--- src/rtl/retrosoc_rst_pkg.sv ---
// rtl/retrosoc_rst_pkg.sv - reset controller FSM encoding, cause codes and helpers
package retrosoc_rst_pkg;

  typedef enum logic [1:0] {
    S_WAIT_LOCK = 2'd0,
    S_STRETCH   = 2'd1,
    S_RUN       = 2'd2
  } rst_state_e;

  localparam logic [1:0] CAUSE_POR  = 2'b00;
  localparam logic [1:0] CAUSE_LOCK = 2'b01;
  localparam logic [1:0] CAUSE_BTN  = 2'b10;
  localparam logic [1:0] CAUSE_SW   = 2'b11;

  function automatic logic [7:0] sat_inc8(input logic [7:0] v);
    return (v == 8'hFF) ? v : v + 8'd1;
  endfunction

endpackage

--- src/rtl/retrosoc_sync.sv ---
// rtl/retrosoc_sync.sv - multi-flop synchronizer for a single asynchronous bit
module retrosoc_sync #(
  parameter int STAGES = 2
) (
  input  logic clk_i,
  input  logic rst_n_i,
  input  logic d_i,
  output logic q_o
);

  logic [STAGES-1:0] sync_q;

  always_ff @(posedge clk_i or negedge rst_n_i) begin
    if (!rst_n_i) begin
      sync_q <= '0;
    end else begin
      sync_q <= {sync_q[STAGES-2:0], d_i};
    end
  end

  assign q_o = sync_q[STAGES-1];

endmodule

--- src/rtl/fpga_rst_ctrl.sv ---
// rtl/fpga_rst_ctrl.sv - SoC reset conditioner: lock/button/software sources, stretch, cause log
module fpga_rst_ctrl
  import retrosoc_rst_pkg::*;
#(
  parameter int SYNC_STAGES    = 2,
  parameter int DB_CYCLES      = 1000,
  parameter int STRETCH_CYCLES = 64
) (
  input  logic       clk_i,
  input  logic       rst_n_i,
  input  logic       pll_locked_i,
  input  logic       btn_rst_n_i,
  input  logic       sw_rst_req_i,
  output logic       sys_rst_n_o,
  output logic [1:0] rst_cause_o,
  output logic [7:0] rst_count_o
);

  localparam logic [15:0] DB_LAST = 16'(DB_CYCLES - 1);
  localparam logic [15:0] ST_LAST = 16'(STRETCH_CYCLES - 1);

  logic lock_sync;
  logic btn_sync;

  retrosoc_sync #(.STAGES(SYNC_STAGES)) u_sync_lock (
    .clk_i   (clk_i),
    .rst_n_i (rst_n_i),
    .d_i     (pll_locked_i),
    .q_o     (lock_sync)
  );

  retrosoc_sync #(.STAGES(SYNC_STAGES)) u_sync_btn (
    .clk_i   (clk_i),
    .rst_n_i (rst_n_i),
    .d_i     (btn_rst_n_i),
    .q_o     (btn_sync)
  );

  logic        db_q, db_d;
  logic [15:0] db_cnt_q, db_cnt_d;
  rst_state_e  state_q, state_d;
  logic [15:0] st_cnt_q, st_cnt_d;
  logic [1:0]  cause_q, cause_d;
  logic [7:0]  count_q, count_d;
  logic        sys_rst_n_q, sys_rst_n_d;
  logic        btn_pressed;

  always_comb begin
    db_d     = db_q;
    db_cnt_d = db_cnt_q;
    if (btn_sync == db_q) begin
      db_cnt_d = '0;
    end else if (db_cnt_q == DB_LAST) begin
      db_d     = btn_sync;
      db_cnt_d = '0;
    end else begin
      db_cnt_d = db_cnt_q + 16'd1;
    end
  end

  assign btn_pressed = ~db_q;

  always_comb begin
    state_d  = state_q;
    st_cnt_d = st_cnt_q;
    cause_d  = cause_q;
    count_d  = count_q;
    case (state_q)
      S_WAIT_LOCK: begin
        if (lock_sync) begin
          state_d  = S_STRETCH;
          st_cnt_d = '0;
        end
      end
      S_STRETCH: begin
        // A held button keeps restarting the stretch window
        if (!lock_sync) begin
          state_d = S_WAIT_LOCK;
        end else if (btn_pressed) begin
          st_cnt_d = '0;
        end else if (st_cnt_q == ST_LAST) begin
          state_d = S_RUN;
        end else begin
          st_cnt_d = st_cnt_q + 16'd1;
        end
      end
      S_RUN: begin
        if (!lock_sync) begin
          state_d = S_WAIT_LOCK;
          cause_d = CAUSE_LOCK;
          count_d = sat_inc8(count_q);
        end else if (btn_pressed) begin
          state_d  = S_STRETCH;
          st_cnt_d = '0;
          cause_d  = CAUSE_BTN;
          count_d  = sat_inc8(count_q);
        end else if (sw_rst_req_i) begin
          state_d  = S_STRETCH;
          st_cnt_d = '0;
          cause_d  = CAUSE_SW;
          count_d  = sat_inc8(count_q);
        end
      end
      default: state_d = S_WAIT_LOCK;
    endcase
    sys_rst_n_d = (state_d == S_RUN);
  end

  always_ff @(posedge clk_i or negedge rst_n_i) begin
    if (!rst_n_i) begin
      db_q        <= 1'b1;
      db_cnt_q    <= '0;
      state_q     <= S_WAIT_LOCK;
      st_cnt_q    <= '0;
      cause_q     <= CAUSE_POR;
      count_q     <= '0;
      sys_rst_n_q <= 1'b0;
    end else begin
      db_q        <= db_d;
      db_cnt_q    <= db_cnt_d;
      state_q     <= state_d;
      st_cnt_q    <= st_cnt_d;
      cause_q     <= cause_d;
      count_q     <= count_d;
      sys_rst_n_q <= sys_rst_n_d;
    end
  end

  assign sys_rst_n_o = sys_rst_n_q;
  assign rst_cause_o = cause_q;
  assign rst_count_o = count_q;

endmodule

--- config.mk ---
export PLATFORM = sky130hd
export DESIGN_NAME = fpga_rst_ctrl
export DESIGN_NICKNAME = d
export VERILOG_FILES = /design/src/rtl/retrosoc_rst_pkg.sv /design/src/rtl/retrosoc_sync.sv /design/src/rtl/fpga_rst_ctrl.sv
export SDC_FILE = /design/constraint.sdc
export NUM_CORES = 1
export LEC_CHECK = 0
export CORE_MARGIN = 2
export CORE_UTILIZATION = 52
export CTS_CLUSTER_SIZE = 10
export DETAILED_ROUTE_END_ITERATION = 6
export PLACE_DENSITY = 0.71
export SETUP_SLACK_MARGIN = 0.2
export SYNTH_ARGS = -nofsm -noshare
export SYNTH_HDL_FRONTEND = slang
export SYNTH_SLANG_ARGS = --single-unit
--- constraint.sdc ---
create_clock -name clk_i -period 1.58 [get_ports clk_i]
set_input_delay 0.158 -clock clk_i [delete_from_list [all_inputs] [get_ports clk_i]]
set_output_delay 0.158 -clock clk_i [all_outputs]
set_load 0.02 [all_outputs]
==> impl_metrics.toml <==
[synthesis]
netlist_instances = 243
syn-num-nets = 251
avgSynthCellArea_sq_um = 10.1
ys_ff_latch = 50
syn_area_sq_um = 2460
ys_warn_count = 0
yosysSeqAreaShare = 0.510
synthDistinctLibCells = 46

[timing]
finClkSkew_ns = 0.0165
rsz0062_at_grt = "true"
fmax_ghz = 0.616
finalSetupViolations = 10
slew_violations = 0
period_minus_slack_ns = 1.62
hold_viol = 0
tightestPinTransition_ns = 0.316
max_slew_margin = 0.789
finalCritPeriodShare = 1.03
fin_ws_ns = -0.0425

[clock_tree]
clkSinkCount = 50
cts_made_buffers = 5
clock_path_buffers = 2
cts_tree = "yes"
clk_latency_ns = 0.31
cts_max_level = 2
root_buffer = "clkbuf_8"
path_clk_slew_ns = 0.10

[grt]
gr-usage-all-layers = 0.227
grt-ovfl-total = 0
grt_pass1_vias = 2141
grt_pass1_wl_microns = 9490
grt_max_degree = 40
antenna_found_initial = 0

[min_path]
hp-class = "in2async"

[drt]
drt-total-wl_microns = 5680
antenna_left = 0
via_per_inst = 5.71
drc = 0
drtIter0Drc = 71
dr.pass1.iters = 4
wl_per_cell_microns = 15.3
vias = 2112

[setup_path]
r2r_slack_ns = -0.04
critPathArrivalTime_ns = 1.88
timing.rr.end = "sys_rst_n_o$_DFF_PN0_"
cp.required_ns = 1.84
crit_type = "reg2reg"
path_max_fanout = 6
r2r_start = "st_cnt_q[1]$_DFFE_PN0P_"
worst_setup_path_end_kind = "register"
reg2reg_depth = 6
start_kind = "register"

[place]
dpl.hpwl_microns = 3430
preCtsSetupSlack_ns = -0.0971
io_buffers = 15
place.gp.congestion = 0.940

[status]
violations = "negative setup slack"
status = "finished, violations left"

[cells_and_area]
diodes = 0
syn_to_final_growth_pct = 42.3
drive_gt1_frac = 0.427
num-nets-final = 323

[floorplanning]
num_io_pins = 16
die_h_microns = 72.7
initial_utilization = 0.531
rows = 25
core_area_sq_um = 4630
die_w_microns = 72.7
die_area_sq_um = 5290

[power]
leakagePower_nw = 1.55
power.total_mw = 2.17
cellPowerDensity_nw_per_um2 = 621
irDropWorstVdd_mv = 0.599

[flow_run]
cap_violations = 0
placed cells by master (no fill, tap or decap), types with 4 or more instances in the layout:
cell type      Yosys  layout
dlygate4sd2_1      0       9
nand2_2            0       5
o21ai_1           14      11
and3_1             9       4
nand3_1           15      11
nor2_2             0       8
buf_6              3      10
xor2_1            13      13
dfrtp_2            0       4
xnor2_1            9       9
and2_1             5       5
o21ai_2            1       5
dfrtp_1           49      45
nor2_4             0      11
nor2_1            30      11
nand4_1           13      13
clkbuf_8           0       5
and3_4             0       5
inv_1              6       6
buf_4              0      46
nand2_1           22      17
timing repair:
item                                   CTS  global route
setup endpoints to repair               54            45
endpoints found under the hold margin   11             0
pin swaps                               34            15
gates resized for setup                 52            42
setup buffers                           17             2
hold buffers                             1             0
kinds of logic (layout without fill, tap and decap cells):
logic type               count (synthesis)  count (layout)  share of synthesized area
flip-flops                              50              50                      0.510
multiplexers                             3               3                     0.0132
AND/OR/NAND/NOR                        113             113                      0.248
adder cells (fa/ha/maj)                  3               3                     0.0153
XOR/XNOR                                22              22                     0.0785
AO/OA/AOI/OAI                           37              37                      0.101
buffers and inverters                   15              88                     0.0336
through the flow:
step	setup TNS (ns)	hold slack [ns]	utilization	area, sq um	instances
floorplan	-0.207	-0.138	-	2500	243
global placement	-0.281	0.0554	0.636	2950	342
detailed placement	-0.413	0.0567	0.636	2950	342
CTS	-0.0314	0.253	0.717	3320	368
global route	-1.44	0.283	0.755	3490	370
finish	-0.209	0.248	0.755	3490	370
worst max path at each step:
stage	depth (start not counted)	endpoint	from	slack, ns
after floorplan	6	rst_count_o[7]$_DFFE_PN0P_	rst_count_o[1]$_DFFE_PN0P_	-0.13
after global placement	6	rst_count_o[7]$_DFFE_PN0P_	sw_rst_req_i	-0.07
after detailed placement	6	rst_count_o[7]$_DFFE_PN0P_	sw_rst_req_i	-0.1
after CTS	5	rst_count_o[1]$_DFFE_PN0P_	rst_count_o[0]$_DFFE_PN0P_	-0.02
after global routing	6	state_q[1]$_DFF_PN0_	st_cnt_q[0]$_DFFE_PN0P_	-0.12
final	6	sys_rst_n_o$_DFF_PN0_	st_cnt_q[1]$_DFFE_PN0P_	-0.04
worst max-delay path: stages, from the launching register on:
cell	delay (ns)
dfrtp_1	0.39
ha_2	0.19
and3_4	0.22
and3_4	0.22
nand4_1	0.22
o22ai_2	0.18
and2_1	0.14
cell type report:
type	instances	area (sq um)
Clock buffer	6	72.6
Clock inverter	2	10.0
Fill cell	314	1130
Inverter	7	26.3
Multi-Input combinational cell	178	1440
Sequential cell	50	1260
Tap cell	54	67.6
Timing Repair Buffer	73	622
registers in the layout, summed over array words and instances (netlist names):
register and cells:
u_sync_btn.sync_q 2, db_q 1, u_sync_lock.sync_q 2, rst_cause_o 2, sys_rst_n_o 1, db_cnt_q 16, st_cnt_q 16, rst_count_o 8
state_q 2
layer usage:
metal / global-route usage / vias to the layer above / wire length [microns]
met5: 0 / - / 0
met4: 0.0947 / 0 / 120
met3: 0.0359 / 12 / 177
met2: 0.369 / 52 / 2800
met1: 0.304 / 1043 / 2570
li1: - / 1005 / -
synth_stat cells (all sizes together):
cell type  number  area [sq um]
a221o           1          10.0
dfrtp          49          1230
nand2          22          82.6
o22ai           1          6.26
inv             7          26.3
mux2            2          22.5
mux2i           1          10.0
nand4          13          81.3
o32a            1          10.0
clkbuf          2          7.51
ha              3          37.5
nor2           30           113
dfstp           1          26.3
nand2b          1          8.76
nor4            5          52.6
and2            5          31.3
and3            9          56.3
nor2b           1          6.26
xor2           13           114
nand3          16          85.1
a31oi           2          12.5
a21oi           5          25.0
nor3            2          15.0
o22a            1          8.76
and3b           1          8.76
xnor2           9          78.8
nand4b          1          8.76
o31ai           5          37.5
o21ai          17          88.8
buf             6          48.8
a211oi          1          20.0
o211ai          1          12.5
and4bb          1          12.5
o311ai          2          17.5
or2             1          6.26
or3             1          6.26
or3b            1          8.76
and4            3          26.3
report_power, final:
group | switching [mW] | leakage [nW] | internal [mW]
combinational | 0.0792 | 0.835 | 0.0543
sequential | 0.0106 | 0.671 | 1.29
clock | 0.426 | 0.0450 | 0.308
total | 0.516 | 1.55 | 1.65
(Power assumes the default switching activity.)
